==> config.mk <==
export PLATFORM = sky130hd
export DESIGN_NAME = axi_mem_tester
export DESIGN_NICKNAME = d
export VERILOG_FILES = /design/src/rtl/axi_mem_tester_pkg.sv /design/src/rtl/axi_mem_tester_pattern.sv /design/src/rtl/axi_mem_tester.sv
export SDC_FILE = /design/constraint.sdc
export NUM_CORES = 1
export LEC_CHECK = 0
export ABC_AREA = 1
export ABC_CLOCK_PERIOD_IN_PS = 7750
export BUFFER_PORTS_ARGS = -buffer_cell sky130_fd_sc_hd__buf_4
export CAP_MARGIN = 25
export CORE_MARGIN = 2
export CORE_UTILIZATION = 45
export DETAILED_ROUTE_END_ITERATION = 10
export GPL_TIMING_DRIVEN = 0
export PLACE_DENSITY = 0.69
export SYNTH_ARGS = -nofsm -noshare
export SYNTH_HDL_FRONTEND = slang
export SYNTH_SLANG_ARGS = --single-unit
==> constraint.sdc <==
create_clock -name clk -period 7.75 [get_ports clk]
set_clock_uncertainty 0.2 [all_clocks]
set_input_delay 1.55 -clock clk [delete_from_list [all_inputs] [get_ports clk]]
set_output_delay 1.55 -clock clk [all_outputs]
set_load 0.05 [all_outputs]
==> src/rtl/axi_mem_tester_pkg.sv <==
// Shared types and constants for the AXI DDR memory tester.
// Also holds the LFSR step used by the pattern generators.
package axi_mem_tester_pkg;

    typedef enum logic [2:0] {
        StIdle,
        StWa,
        StWd,
        StWb,
        StRa,
        StRd,
        StEnd,
        StDone
    } state_e;

    localparam logic [1:0] MODE_ADDR  = 2'd0;
    localparam logic [1:0] MODE_LFSR  = 2'd1;
    localparam logic [1:0] MODE_CONST = 2'd2;
    localparam logic [1:0] MODE_INV   = 2'd3;

    localparam logic [1:0]  AXI_RESP_OKAY  = 2'b00;
    localparam logic [1:0]  AXI_BURST_INCR = 2'b01;
    localparam logic [3:0]  AXI_CACHE      = 4'b0011;
    localparam logic [31:0] LFSR_TAPS      = 32'h8020_0003;
    localparam logic [31:0] CONST_PATTERN  = 32'hcafe_beef;

    // Right-shifting Galois step: the bit shifted out selects the tap mask.
    function automatic logic [31:0] lfsr_next(input logic [31:0] s);
        return (s >> 1) ^ (s[0] ? LFSR_TAPS : 32'h0);
    endfunction

endpackage

==> src/rtl/axi_mem_tester_pattern.sv <==
// Test-data generator. The LFSR state is reloaded at each phase start and
// stepped once per accepted beat; the other modes are pure functions of the address.
module mem_test_pattern
    import axi_mem_tester_pkg::*;
#(
    parameter int unsigned ADDR_W = 28,
    parameter int unsigned DATA_W = 32
) (
    input  logic              clk,
    input  logic              rst,
    input  logic [1:0]        mode,
    input  logic [ADDR_W-1:0] addr,
    input  logic [31:0]       seed,
    input  logic              load,
    input  logic              step,
    output logic [DATA_W-1:0] data
);

    logic [31:0] lfsr_q, lfsr_d;

    always_comb begin
        lfsr_d = lfsr_q;
        if (load) begin
            lfsr_d = seed ^ 32'h1;
        end else if (step) begin
            lfsr_d = lfsr_next(lfsr_q);
        end
    end

    always_ff @(posedge clk or posedge rst) begin
        if (rst) begin
            lfsr_q <= 32'h0;
        end else begin
            lfsr_q <= lfsr_d;
        end
    end

    always_comb begin
        data = '0;
        case (mode)
            MODE_ADDR:  data = DATA_W'(addr);
            MODE_LFSR:  data = {(DATA_W/32){lfsr_q}};
            MODE_CONST: data = {(DATA_W/32){CONST_PATTERN}};
            MODE_INV:   data = ~DATA_W'(addr);
            default:    data = '0;
        endcase
    end

endmodule

==> src/rtl/axi_mem_tester.sv <==
// AXI4 master that writes a pattern over a DDR region in INCR bursts, reads it
// back and counts mismatches. One burst outstanding at a time; optional looping.
module axi_mem_tester
    import axi_mem_tester_pkg::*;
#(
    parameter int unsigned ADDR_W    = 28,
    parameter int unsigned DATA_W    = 32,
    parameter int unsigned ID_W      = 4,
    parameter int unsigned BASE_ADDR = 0,
    parameter int unsigned NUM_WORDS = 1024,
    parameter int unsigned BURST_LEN = 16
) (
    input  logic                clk,
    input  logic                rst,
    input  logic                start,
    input  logic [1:0]          mode,
    input  logic                loop,
    input  logic                stop,
    output logic [ID_W-1:0]     m_axi_awid,
    output logic [ADDR_W-1:0]   m_axi_awaddr,
    output logic [7:0]          m_axi_awlen,
    output logic [2:0]          m_axi_awsize,
    output logic [1:0]          m_axi_awburst,
    output logic                m_axi_awlock,
    output logic [3:0]          m_axi_awcache,
    output logic [2:0]          m_axi_awprot,
    output logic [3:0]          m_axi_awqos,
    output logic                m_axi_awvalid,
    input  logic                m_axi_awready,
    output logic [DATA_W-1:0]   m_axi_wdata,
    output logic [DATA_W/8-1:0] m_axi_wstrb,
    output logic                m_axi_wlast,
    output logic                m_axi_wvalid,
    input  logic                m_axi_wready,
    output logic                m_axi_bready,
    input  logic [1:0]          m_axi_bresp,
    input  logic                m_axi_bvalid,
    output logic [ID_W-1:0]     m_axi_arid,
    output logic [ADDR_W-1:0]   m_axi_araddr,
    output logic [7:0]          m_axi_arlen,
    output logic [2:0]          m_axi_arsize,
    output logic [1:0]          m_axi_arburst,
    output logic                m_axi_arlock,
    output logic [3:0]          m_axi_arcache,
    output logic [2:0]          m_axi_arprot,
    output logic [3:0]          m_axi_arqos,
    output logic                m_axi_arvalid,
    input  logic                m_axi_arready,
    output logic                m_axi_rready,
    input  logic [DATA_W-1:0]   m_axi_rdata,
    input  logic [1:0]          m_axi_rresp,
    input  logic                m_axi_rlast,
    input  logic                m_axi_rvalid,
    output logic                busy,
    output logic                done,
    output logic                pass,
    output logic                resp_err,
    output logic [15:0]         err_count,
    output logic [ADDR_W-1:0]   first_err_addr,
    output logic [15:0]         pass_count
);

    localparam int unsigned BYTES       = DATA_W / 8;
    localparam int unsigned BURST_BYTES = BURST_LEN * BYTES;
    localparam int unsigned NUM_BURSTS  = NUM_WORDS / BURST_LEN;
    localparam int unsigned BEAT_W      = (BURST_LEN > 1) ? $clog2(BURST_LEN) : 1;
    localparam int unsigned BIDX_W      = (NUM_BURSTS > 1) ? $clog2(NUM_BURSTS) : 1;
    localparam logic [BEAT_W-1:0] LAST_BEAT  = BEAT_W'(BURST_LEN - 1);
    localparam logic [BIDX_W-1:0] LAST_BURST = BIDX_W'(NUM_BURSTS - 1);
    localparam logic [2:0]        AXI_SIZE   = 3'($clog2(BYTES));
    localparam logic [7:0]        AXI_LEN    = 8'(BURST_LEN - 1);

    state_e              state_q, state_d;
    logic [BEAT_W-1:0]   beat_q, beat_d;
    logic [BIDX_W-1:0]   burst_q, burst_d;
    logic [1:0]          mode_q, mode_d;
    logic [31:0]         seed_q, seed_d;
    logic                stop_q, stop_d;
    logic [15:0]         err_count_q, err_count_d;
    logic [ADDR_W-1:0]   first_err_addr_q, first_err_addr_d;
    logic                resp_err_q, resp_err_d;
    logic                done_q, done_d;
    logic [15:0]         pass_count_q, pass_count_d;

    logic [ADDR_W-1:0]   burst_addr, beat_addr;
    logic [DATA_W-1:0]   wr_data, rd_data;
    logic                wr_load, wr_step, rd_load, rd_step;
    logic                last_beat, last_burst;

    assign burst_addr = ADDR_W'(BASE_ADDR) + ADDR_W'(burst_q) * ADDR_W'(BURST_BYTES);
    assign beat_addr  = burst_addr + ADDR_W'(beat_q) * ADDR_W'(BYTES);
    assign last_beat  = (beat_q == LAST_BEAT);
    assign last_burst = (burst_q == LAST_BURST);
    assign busy       = (state_q != StIdle) && (state_q != StDone);

    always_comb begin
        state_d          = state_q;
        beat_d           = beat_q;
        burst_d          = burst_q;
        mode_d           = mode_q;
        seed_d           = seed_q;
        stop_d           = stop_q | (stop & busy);
        err_count_d      = err_count_q;
        first_err_addr_d = first_err_addr_q;
        resp_err_d       = resp_err_q;
        done_d           = done_q;
        pass_count_d     = pass_count_q;
        wr_load          = 1'b0;
        wr_step          = 1'b0;
        rd_load          = 1'b0;
        rd_step          = 1'b0;

        case (state_q)
            StIdle, StDone: begin
                if (start) begin
                    state_d          = StWa;
                    beat_d           = '0;
                    burst_d          = '0;
                    mode_d           = mode;
                    seed_d           = 32'h0;
                    stop_d           = 1'b0;
                    err_count_d      = 16'h0;
                    first_err_addr_d = '0;
                    resp_err_d       = 1'b0;
                    done_d           = 1'b0;
                    wr_load          = 1'b1;
                end
            end
            StWa: begin
                if (m_axi_awready) state_d = StWd;
            end
            StWd: begin
                if (m_axi_wready) begin
                    wr_step = 1'b1;
                    if (last_beat) begin
                        beat_d  = '0;
                        state_d = StWb;
                    end else begin
                        beat_d = beat_q + 1'b1;
                    end
                end
            end
            StWb: begin
                if (m_axi_bvalid) begin
                    if (m_axi_bresp != AXI_RESP_OKAY) resp_err_d = 1'b1;
                    if (stop_d) begin
                        state_d = StDone;
                        done_d  = 1'b1;
                    end else if (last_burst) begin
                        burst_d = '0;
                        state_d = StRa;
                        rd_load = 1'b1;
                    end else begin
                        burst_d = burst_q + 1'b1;
                        state_d = StWa;
                    end
                end
            end
            StRa: begin
                if (m_axi_arready) state_d = StRd;
            end
            StRd: begin
                if (m_axi_rvalid) begin
                    rd_step = 1'b1;
                    if (m_axi_rresp != AXI_RESP_OKAY) resp_err_d = 1'b1;
                    // Slave's rlast is only policed; the burst ends on our own beat count.
                    if (m_axi_rlast != last_beat) resp_err_d = 1'b1;
                    if (m_axi_rdata != rd_data) begin
                        if (err_count_q == 16'h0) first_err_addr_d = beat_addr;
                        if (err_count_q != 16'hffff) err_count_d = err_count_q + 16'd1;
                    end
                    if (last_beat) begin
                        beat_d = '0;
                        if (stop_d) begin
                            state_d = StDone;
                            done_d  = 1'b1;
                        end else if (last_burst) begin
                            burst_d = '0;
                            state_d = StEnd;
                        end else begin
                            burst_d = burst_q + 1'b1;
                            state_d = StRa;
                        end
                    end else begin
                        beat_d = beat_q + 1'b1;
                    end
                end
            end
            StEnd: begin
                pass_count_d = pass_count_q + 16'd1;
                if (loop) begin
                    seed_d  = seed_q + 32'd1;
                    state_d = StWa;
                    wr_load = 1'b1;
                end else begin
                    state_d = StDone;
                    done_d  = 1'b1;
                end
            end
            default: state_d = StIdle;
        endcase
    end

    always_ff @(posedge clk or posedge rst) begin
        if (rst) begin
            state_q          <= StIdle;
            beat_q           <= '0;
            burst_q          <= '0;
            mode_q           <= 2'd0;
            seed_q           <= 32'h0;
            stop_q           <= 1'b0;
            err_count_q      <= 16'h0;
            first_err_addr_q <= '0;
            resp_err_q       <= 1'b0;
            done_q           <= 1'b0;
            pass_count_q     <= 16'h0;
        end else begin
            state_q          <= state_d;
            beat_q           <= beat_d;
            burst_q          <= burst_d;
            mode_q           <= mode_d;
            seed_q           <= seed_d;
            stop_q           <= stop_d;
            err_count_q      <= err_count_d;
            first_err_addr_q <= first_err_addr_d;
            resp_err_q       <= resp_err_d;
            done_q           <= done_d;
            pass_count_q     <= pass_count_d;
        end
    end

    // Both generators see the same beat address; phases never overlap.
    mem_test_pattern #(
        .ADDR_W (ADDR_W),
        .DATA_W (DATA_W)
    ) u_wr_pattern (
        .clk  (clk),
        .rst  (rst),
        .mode (mode_q),
        .addr (beat_addr),
        .seed (seed_d),
        .load (wr_load),
        .step (wr_step),
        .data (wr_data)
    );

    mem_test_pattern #(
        .ADDR_W (ADDR_W),
        .DATA_W (DATA_W)
    ) u_rd_pattern (
        .clk  (clk),
        .rst  (rst),
        .mode (mode_q),
        .addr (beat_addr),
        .seed (seed_d),
        .load (rd_load),
        .step (rd_step),
        .data (rd_data)
    );

    assign m_axi_awid    = '0;
    assign m_axi_awaddr  = burst_addr;
    assign m_axi_awlen   = AXI_LEN;
    assign m_axi_awsize  = AXI_SIZE;
    assign m_axi_awburst = AXI_BURST_INCR;
    assign m_axi_awlock  = 1'b0;
    assign m_axi_awcache = AXI_CACHE;
    assign m_axi_awprot  = 3'b000;
    assign m_axi_awqos   = 4'h0;
    assign m_axi_awvalid = (state_q == StWa);

    assign m_axi_wdata   = wr_data;
    assign m_axi_wstrb   = '1;
    assign m_axi_wvalid  = (state_q == StWd);
    assign m_axi_wlast   = (state_q == StWd) && last_beat;
    assign m_axi_bready  = (state_q == StWb);

    assign m_axi_arid    = '0;
    assign m_axi_araddr  = burst_addr;
    assign m_axi_arlen   = AXI_LEN;
    assign m_axi_arsize  = AXI_SIZE;
    assign m_axi_arburst = AXI_BURST_INCR;
    assign m_axi_arlock  = 1'b0;
    assign m_axi_arcache = AXI_CACHE;
    assign m_axi_arprot  = 3'b000;
    assign m_axi_arqos   = 4'h0;
    assign m_axi_arvalid = (state_q == StRa);
    assign m_axi_rready  = (state_q == StRd);

    assign done           = done_q;
    assign pass           = done_q && (err_count_q == 16'h0) && !resp_err_q;
    assign resp_err       = resp_err_q;
    assign err_count      = err_count_q;
    assign first_err_addr = first_err_addr_q;
    assign pass_count     = pass_count_q;

endmodule
==> out/metrics.yaml <==
final_core_util_pct: 56.6
htreeDepth: 4
vias: 10800
holdPathStages: 1
synth_top_area_share_pct: 36.7
p_clk_share_pct: 18.4
r2r_start: "state_q[1]"
min_from: "pass_count[15]"
drt-total-wl_um: 33000
place_congestion: 0.919
yosysSeqAreaShare_pct: 36.7
cts_root_buf: "clkbuf_16"
crit_fanout: 10
vdd_drop_max_uv: 348
syn-instance-count: 1531
ys_types: 43
crit_type: "register to output pin"
leakagePower_nw: 7.05
synth.area.top_cells: "dfrtp_1 (37%), nand2_1 (15%), buf_4 (9.8%), inv_1 (6.2%), o21ai_0 (5.1%)"
synth_ff_type: "dfrtp_1"
cts.sinks: 156
place_inst: 2117
clk_latency_ns: 0.44
fin_hold_ws_ns: 0.275
numCtsBuffers: 17
postRouteAntennaNets: 0
rrSetupSlack_ns: 4.54
die_area_um2: 24900
placed_area_um2: 12600
antenna_found_initial: 0
drive_gt1_share_pct: 19.3
core_um2: 23300
fmax_mhz: 244
r2r_cells: 11
switching_share_pct: 51.7
die_w_um: 158
cp.required_ns: 6.00
post_cts_buffers: 0
nFillCells: 2263
timing.rr.end: "u_rd_pattern.lfsr_q[0]"
status: "finished clean"
p_int_w: 0.00219
drt-wirelength-per-cell_um: 15.4
port_buffers: 144
drcViolationCount: 0
period_share_pct: 52.8
synth-edff-count: 0
p_comb_share_pct: 55.9
synth_most_common_cell: "nand2_1"
dpl.hpwl_um: 25900
grt_max_degree: 115
rows: 56
multiInputGateArea_um2: 5280
instances_no_fill: 2149
worst_setup_path_start_kind: "register"
diodes: 0
fin_crit_ns: 4.09
synth_area_per_cell_um2: 6.95
ys_ff_latch: 156
seqCellArea_um2: 3900
clk_pin_slew_worst_paths_ns: 0.07
power_switching_w: 0.00235
cts_buffer_depth: 2
chipHeight_um: 158
syn_area_um2: 10600
via_per_inst: 5.02
synth.top_cells.by_count: "nand2_1 (433), inv_1 (176), dfrtp_1 (156)"
drtPass1Iterations: 5
gr-total-overflow: 0
ys_warn_count: 0
fin_area_um2: 13200
drtIter0Drc: 844
slew_headroom_pct: 42.6
grt_pass1_vias: 9852
area_growth_pct: 24.0
hold_viol: 0
cp-end-kind: "output pin"
async_flop_share_pct: 100
slew_viol_final: 0
yosysTopAreaCell: "dfrtp_1"
cap_violations: 0
ctsHoldBuffers: 0
start_util_pct: 45.6
tightest_slew_ns: 0.852
ioPinCount: 269
seqPwrFrac_pct: 25.7
grt.total_usage_pct: 26.3
nets: 1872
cts_tree: "built"
crit_arrival_ns: 2.34
setup_violations: 0
grt_pass1_wl_um: 50800
cts_resized: 0
power_density_nw_per_um2: 344
min_to: "pass_count[15]"
rsz0062_at_grt: "no"
hp-class: "register to register"
==> worst max-delay path, cell delays in order (launching register included) <==
cell	delay, ns
dfrtp_1	0.34
buf_4	0.16
inv_1	0.10
nor2_1	0.31
clkinv_1	0.36
o211ai_1	0.37
buf_4	0.26
==> sequential cells by signal, summed over array words and instances, names as in the netlist <==
| register | count |
|---|---|
| err_count | 16 |
| stop_q | 1 |
| u_rd_pattern.lfsr_q | 32 |
| done | 1 |
| pass_count | 16 |
| first_err_addr | 10 |
| beat_q | 4 |
| resp_err | 1 |
| u_wr_pattern.lfsr_q | 32 |
| seed_q | 32 |
| mode_q | 2 |
| burst_q | 6 |
| state_q | 3 |
==> routing by layer <==
layer | vias to the layer above | global-route usage (%) | share of wire (%)
li1 | 5266 | - | -
met1 | 4997 | 33.5 | 42
met2 | 463 | 44.0 | 47
met3 | 68 | 4.82 | 7.4
met4 | 0 | 10.9 | 3.7
met5 | - | 0 | 0
==> worst max-delay path by stage <==
stage / startpoint / end / slack [ns] / cells after the start
after floorplan: rst / beat_q[0] / 1.79 / 1
final: mode_q[0] / m_axi_wdata[7] / 3.66 / 6
after global placement: rst / u_rd_pattern.lfsr_q[27] / -0.11 / 2
after CTS: mode_q[0] / m_axi_wdata[7] / 3.69 / 6
after global routing: mode_q[0] / m_axi_wdata[2] / 3.47 / 6
after detailed placement: loop / u_wr_pattern.lfsr_q[25] / 4.00 / 9
==> cell type report <==
class / count / share of cell area [%]
Multi-Input combinational cell: 1129 / 40.0
Buffer: 182 / 9.26
Timing Repair Buffer: 145 / 8.40
Tap cell: 319 / 3.02
Inverter: 186 / 5.35
Sequential cell: 156 / 29.6
Clock inverter: 14 / 1.04
Clock buffer: 18 / 3.33
==> kinds of logic after synthesis <==
group | after synthesis | share of synthesized area [%]
buffers and inverters | 368 | 18.0
xor gates and xnor gates | 31 | 2.55
other | 2 | 0.0705
and+or+nand+nor | 749 | 30.0
DFF | 156 | 36.7
AOI/OAI and AO/OA | 219 | 12.0
adders and majority gates | 6 | 0.705
==> power groups by stage <==
stage	logic [W]	clock network, W	registers (W)
detailed placement	0.00251	0	0.00118
global route	0.00276	0.000876	0.00119
CTS	0.00252	0.000841	0.00116
floorplan	0.00179	0	0.00120
finish	0.00254	0.000835	0.00117
global placement	0.00248	0	0.00117
==> cells in the final DEF (no fill, tap or decap), drive strengths merged, types with 3 or more instances in the layout <==
cell / instances
o22ai: 11
o21bai: 9
nand3: 96
o221ai: 8
nor2: 120
xor2: 20
ha: 6
nand2: 436
buf: 301
conb: 124
o211ai: 19
a21o: 3
dfrtp: 156
nand4: 50
clkinv: 10
o21ai: 113
nor3b: 3
nand3b: 14
a21oi: 41
clkbuf: 44
nor3: 28
xnor2: 11
a31oi: 5
inv: 188
==> metrics by stage <==
| step | setup slack (ns) | TNS (ns) | total power [W] |
|---|---|---|---|
| floorplan | 1.79 | 0 | 0.00299 |
| global placement | -0.112 | -14.47 | 0.00366 |
| detailed placement | 4.00 | 0 | 0.00369 |
| CTS | 3.69 | 0 | 0.00453 |
| global route | 3.47 | 0 | 0.00482 |
| finish | 3.66 | 0 | 0.00454 |
Note: power is estimated with default switching activity, not from simulation.
